### config.mk
export PLATFORM = sky130hd
export DESIGN_NAME = reg_file_wb_arbiter
export DESIGN_NICKNAME = d
export VERILOG_FILES = /design/src/rtl/reg_file_wb_arbiter.sv
export SDC_FILE = /design/constraint.sdc
export NUM_CORES = 1
export LEC_CHECK = 0
export CAP_MARGIN = 20
export CORE_ASPECT_RATIO = 0.9
export CORE_UTILIZATION = 25
export CTS_BUF_LIST = sky130_fd_sc_hd__clkbuf_8 sky130_fd_sc_hd__clkbuf_16
export CTS_CLUSTER_DIAMETER = 80
export DETAILED_ROUTE_END_ITERATION = 10
export PLACE_DENSITY_LB_ADDON = 0.05
export REMOVE_ABC_BUFFERS = 1
export SYNTH_ARGS = -nofsm -noshare
export SYNTH_HDL_FRONTEND = slang
export SYNTH_SLANG_ARGS = --single-unit
### constraint.sdc
create_clock -name clk -period 5.05 [get_ports clk]
set_input_delay 0.7575 -clock clk [delete_from_list [all_inputs] [get_ports clk]]
set_output_delay 0.7575 -clock clk [all_outputs]
set_load 0.1 [all_outputs]
### src/rtl/reg_file_wb_arbiter.sv
// rtl/reg_file_wb_arbiter.sv - round-robin writeback arbiter for the shared register-file write port
module reg_file_wb_arbiter #(
    parameter int  NUM_REQ    = 2,
    parameter int  DATA_WIDTH = 32,
    parameter int  ADDR_WIDTH = 5,
    localparam int ID_WIDTH   = $clog2(NUM_REQ)
) (
    input  logic                          clk,
    input  logic                          rst,
    input  logic [NUM_REQ-1:0]            req_valid,
    input  logic [NUM_REQ*ADDR_WIDTH-1:0] req_reg,
    input  logic [NUM_REQ*DATA_WIDTH-1:0] req_data,
    output logic [NUM_REQ-1:0]            req_ready,
    output logic                          wr_en,
    output logic [ADDR_WIDTH-1:0]         wr_reg,
    output logic [DATA_WIDTH-1:0]         wr_data,
    output logic [ID_WIDTH-1:0]           grant_id,
    output logic [15:0]                   stall_cnt
);

    logic [ID_WIDTH-1:0]   rr_ptr_q, rr_ptr_d;
    logic                  wr_en_q;
    logic [ADDR_WIDTH-1:0] wr_reg_q;
    logic [DATA_WIDTH-1:0] wr_data_q;
    logic [ID_WIDTH-1:0]   grant_id_q;
    logic [15:0]           stall_q;

    logic                  accept;
    logic [ID_WIDTH-1:0]   grant_idx;
    logic [ID_WIDTH:0]     n_valid;
    logic [ID_WIDTH:0]     cand_sum;
    logic                  contention;
    logic [ADDR_WIDTH-1:0] sel_reg;
    logic [DATA_WIDTH-1:0] sel_data;

    // Circular scan from rr_ptr; sum is one bit wider so non-power-of-two NUM_REQ wraps correctly.
    always_comb begin
        accept    = 1'b0;
        grant_idx = '0;
        n_valid   = '0;
        cand_sum  = '0;
        for (int k = 0; k < NUM_REQ; k++) begin
            cand_sum = {1'b0, rr_ptr_q} + (ID_WIDTH+1)'(k);
            if (cand_sum >= (ID_WIDTH+1)'(NUM_REQ))
                cand_sum = cand_sum - (ID_WIDTH+1)'(NUM_REQ);
            if (!accept && req_valid[cand_sum[ID_WIDTH-1:0]]) begin
                accept    = 1'b1;
                grant_idx = cand_sum[ID_WIDTH-1:0];
            end
            n_valid = n_valid + {{ID_WIDTH{1'b0}}, req_valid[k]};
        end
        if (rst)
            accept = 1'b0;
        contention = (n_valid >= (ID_WIDTH+1)'(2));
        rr_ptr_d   = (grant_idx == ID_WIDTH'(NUM_REQ-1)) ? '0 : grant_idx + ID_WIDTH'(1);
        sel_reg    = req_reg[grant_idx*ADDR_WIDTH +: ADDR_WIDTH];
        sel_data   = req_data[grant_idx*DATA_WIDTH +: DATA_WIDTH];
        for (int k = 0; k < NUM_REQ; k++)
            req_ready[k] = accept && (grant_idx == ID_WIDTH'(k));
    end

    always_ff @(posedge clk) begin
        if (rst) begin
            rr_ptr_q   <= '0;
            wr_en_q    <= 1'b0;
            wr_reg_q   <= '0;
            wr_data_q  <= '0;
            grant_id_q <= '0;
            stall_q    <= '0;
        end else begin
            if (accept) begin
                rr_ptr_q   <= rr_ptr_d;
                wr_en_q    <= (sel_reg != '0);
                wr_reg_q   <= sel_reg;
                wr_data_q  <= sel_data;
                grant_id_q <= grant_idx;
            end else begin
                wr_en_q <= 1'b0;
            end
            if (contention && stall_q != 16'hFFFF)
                stall_q <= stall_q + 16'd1;
        end
    end

    assign wr_en     = wr_en_q;
    assign wr_reg    = wr_reg_q;
    assign wr_data   = wr_data_q;
    assign grant_id  = grant_id_q;
    assign stall_cnt = stall_q;

endmodule

; ---- Word level (Yosys, flattened, before mapping)
; Cells that the tools add are included.
[word_totals]
ff_bits = 56
elab_cells = 42
input_bits = 78
[op_classes]
n_eq_ne = 1
n_mux = 12
magnitude_cmp = 5
n_mul = 1
n_reduce_logical = 7
bitwise_logic = 2
n_addsub = 6
n_shift = 2
[ops]
columns = operator, n
row1 = $shiftx 64x7->32, 1
row2 = $add 16x1->16 const B, 1
row3 = $ne 16x16->1 const B, 1
row4 = $mux 1, 12
row5 = $shiftx 10x5->5, 1
row6 = $reduce_bool 5->1, 1
row7 = $ge 2x2->1 const B, 2
row8 = $logic_and 1x1->1, 4
row9 = $lt 1x2->1 const B, 2
row10 = $mul 1x3->4 const B, 1
row11 = $add 1x1->2, 1
row12 = $add 1x1->2 const B, 1
row13 = $ge 1x2->1 const B, 1
row14 = $not 1->1, 2
row15 = $reduce_or 2->1, 1
row16 = $sub 1x1->1 const B, 2
row17 = $add 1x1->1 const B, 1
row18 = $logic_not 1->1, 1

; ---- Longest topological paths before layout
[logic_depth]
ltp_word = 11
mapped_depth = 7

; ---- Worst setup path after synthesis
; No wires, ideal clock.
[synth_timing]
kind = input-to-output
startpoint = in req_valid[1]
endpoint = out req_ready[0]
path_stages = 5
required_time_ps = 4293
arrival_time_ps = 2369
path_slack_ps = 1924
cell_sequence = clkbuf_1 a21oi_1 and2_1 clkbuf_1 clkbuf_1
[synth_between]
elab_chain_cells = 8
word_cells_on_any_way = 13
[synth_lines]
columns = element, line_no
row1 = from (decl), 10  ; input logic [NUM_REQ-1:0] req_valid,
row2 = $mux 1 (not written as such) (2 in a row), 46  ; if (!accept && req_valid[cand_sum[ID_WIDTH-1:0]]) begin
row3 = $mux 1, 46
row4 = $logic_not 1->1, 46
row5 = $logic_and 1x1->1, 46
row6 = $mux 1, 46
row7 = $mux 1 / $not 1->1 (equally long branches), "52, 59"
row8 = $logic_and 1x1->1 *, 59  ; req_ready[k] = accept && (grant_idx == ID_WIDTH'(k));
row9 = to (decl), 13  ; output logic [NUM_REQ-1:0] req_ready,
; Mark *: on every way between the ends. The rest lies on a longest branch, timed or not. The select of a mux whose other input is x is not followed.

; ---- Worst setup path in the final report
[layout_timing]
startpoint = in req_valid[1]
endpoint = out req_ready[1]
[layout_between]
elab_chain_cells = 8
word_cells_on_any_way = 12
[layout_lines]
columns = element, line_no
row1 = $mux 1 (not written as such) (2 in a row), 46
row2 = $mux 1, 46
row3 = $logic_not 1->1, 46
row4 = $logic_and 1x1->1, 46
row5 = $mux 1, 46
row6 = $mux 1, 52  ; if (rst)
row7 = $logic_and 1x1->1 *, 59
; Marked as above.

==> impl_metrics.json <==
{
  "outcome": "completed",
  "critPathMaxFanout": 31,
  "num_io_pins": 135,
  "area_growth_pct": 64.1,
  "wl_per_cell_um": 16.1,
  "async_flop_share": 0,
  "postLayoutCellArea_mm2": 0.00390,
  "htreeDepth": 2,
  "pwr-share-comb": 0.323,
  "grt_usage": 0.154,
  "grt_pass1_vias": 2308,
  "met3_usage": 0.0449,
  "hold_violations": 0,
  "rsz0062_at_grt": "false",
  "firstDrtPassIters": 6,
  "numClockSinks": 56,
  "yosysSeqAreaShare": 0.472,
  "cp.arrival_ns": 2.49,
  "slew_viol_final": 0,
  "clockPowerShare": 0.224,
  "power_mw": 1.05,
  "netlist_instances": 256,
  "setup.worst_path.start_class": "primary input",
  "r2r_start": "stall_cnt[2]",
  "clk_latency_ns": 0.30,
  "clockBufferDepth": 2,
  "final_common_cell": "clkdlybuf4s50_1",
  "syn-cell-area_mm2": 0.00238,
  "vias": 2517,
  "fin_hold_ws_ns": 0.465,
  "crit_path_end_kind": "primary output",
  "pwr-share-seq": 0.453,
  "core_mm2": 0.00917,
  "place.port_buffers": 134,
  "setup_viol": 0,
  "start_util": 0.259,
  "dieArea_mm2": 0.00990,
  "die_w_um": 105,
  "fillCellCount": 940,
  "grt_overflow": 0,
  "power_density_mw_per_mm2": 269,
  "hp-start": "grant_id",
  "use_met2": 0.238,
  "syn_area_per_cell_um2": 9.28,
  "grt_pass1_wl_mm": 12.0,
  "worst_pin_slew_ns": 1.03,
  "die_h_um": 94.5,
  "clk_pin_slew_ns": 0.10,
  "crit_start": "req_valid[1]",
  "p_int_uw": 670,
  "vias_per_cell": 5.00,
  "num_rows": 33,
  "gp_congestion": 0.728,
  "fin_crit_sh": 0.643,
  "grt_max_degree": 47,
  "fin_ws_ns": 1.80,
  "grt_util_met1": 0.209,
  "synth.distinct_cells": 44,
  "p_switching_uw": 381,
  "largest_reg_flops": 32,
  "relSlewSlack": 0.314,
  "post_cts_buffers": 0,
  "maxCapViolCount": 0,
  "holdCritPathClass": "flip-flop to flip-flop",
  "dpl_worst_slack_ns": 1.82,
  "hpwl_mm": 5.64,
  "drc_errors": 0,
  "fmax_mhz": 308,
  "routed_wl_mm": 8.10,
  "critPathRequiredTime_ns": 4.29,
  "cts_made_buffers": 5,
  "n_antenna_cell": 0,
  "period_minus_slack_ns": 3.25,
  "final_cell_mix": "131 x clkdlybuf4s50_1, 56 x dfxtp_1, 46 x nor2_1, 30 x a222oi_1, 18 x nand2_1",
  "fin_skew_ns": 0.00494,
  "antenna_found_initial": 1,
  "placed_area_mm2": 0.00382,
  "tritoncts": "yes",
  "grt-busiest-layer": "met2",
  "drt-initial-drc-count": 223,
  "clockRootBuffer": "clkbuf_8",
  "ys_warn_count": 0,
  "ys_seq_elements": 56,
  "cts-resized-gates": 0,
  "crit_type": "primary input to primary output",
  "nets": 460,
  "drive_above_1_share": 0.0630,
  "antenna_left": 0,
  "synth_edf_count": 0,
  "sw_frac_of_total": 0.362,
  "p_leak_nw": 1.39,
  "holdBufCountCts": 0,
  "synth_ff_type": "dfxtp_1",
  "vdd_ir_drop_max_uv": 106
}
power groups by stage:
stage                     Clock, mW  Sequential (mW)  Combinational (mW)
after floorplan                   0            0.638              0.0569
after global placement            0            0.487               0.339
after detailed placement          0            0.486               0.340
after CTS                     0.253            0.477               0.341
after global routing          0.263            0.479               0.353
final                         0.235            0.476               0.339
worst max-delay path: stages:
cell	delay, ns
clkdlybuf4s50_1	0.62
inv_1	0.15
a211oi_4	0.22
buf_4	0.36
buf_4	0.36
path summary, 6_finish.rpt:
check	endpoint	slack (ns)	cells past startpoint
max	req_ready[1]	1.80	5
min reg2reg	grant_id	0.47	2
min	grant_id	0.47	2
max reg2reg	stall_cnt[11]	3.10	4
metrics by stage:
| stage | utilization | cells | TNS [ns] |
|---|---|---|---|
| 2_1_floorplan | - | 237 | -4.34 |
| 3_3_place_gp | 0.417 | 496 | 0 |
| 3_5_place_dp | 0.417 | 496 | 0 |
| 4_1_cts | 0.425 | 503 | 0 |
| 5_1_grt | 0.425 | 503 | 0 |
| 6_report | 0.425 | 503 | 0 |
routing by layer:
metal / wire length (um) / up-vias
met2: 3650 / 97
met5: 13 / -
li1: - / 1240
met3: 551 / 12
met4: 104 / 2
met1: 3780 / 1166
synthesized netlist by cell type, types with 2 or more instances:
cell | n | area share
dfxtp_1 | 56 | 0.47
nor2_1 | 46 | 0.073
a222oi_1 | 30 | 0.13
nand2_1 | 18 | 0.028
clkbuf_1 | 16 | 0.025
a21oi_1 | 10 | 0.021
a311oi_1 | 7 | 0.026
nand3_1 | 5 | 0.011
inv_1 | 4 | 0.0063
nor3_1 | 4 | 0.0084
o21ai_0 | 4 | 0.0084
or3_1 | 4 | 0.011
nand4_1 | 3 | 0.0079
nor2b_1 | 3 | 0.0079
o21ai_1 | 3 | 0.0063
or4_1 | 3 | 0.0095
xor2_1 | 3 | 0.011
a211oi_1 | 2 | 0.0063
a22oi_1 | 2 | 0.0063
a31oi_1 | 2 | 0.0053
and2_1 | 2 | 0.0053
and4_1 | 2 | 0.0074
buf_2 | 2 | 0.0042
mux2_2 | 2 | 0.0095
nand4_4 | 2 | 0.018
or2_2 | 2 | 0.0053
or3_2 | 2 | 0.0063
logic make-up after synthesis:
group / count (synthesis) / share of synthesized area
AOI/OAI and AO/OA: 68 / 0.242
xor gates and xnor gates: 3 / 0.0111
adders and majority gates: 1 / 0.00527
buffers and inverters: 23 / 0.0374
DFF: 56 / 0.472
muxes: 4 / 0.0200
and+or+nand+nor: 101 / 0.212
layout make-up:
class | count | area [um2] | share of cell area
Clock inverter | 2 | 8.76 | 0.00225
Timing Repair Buffer | 137 | 1350 | 0.347
Multi-Input combinational cell | 177 | 1180 | 0.302
Inverter | 4 | 15.0 | 0.00385
Sequential cell | 56 | 1120 | 0.288
Clock buffer | 5 | 68.8 | 0.0177
Tap cell | 122 | 153 | 0.0392
Note: power is estimated with default switching activity, not from simulation.
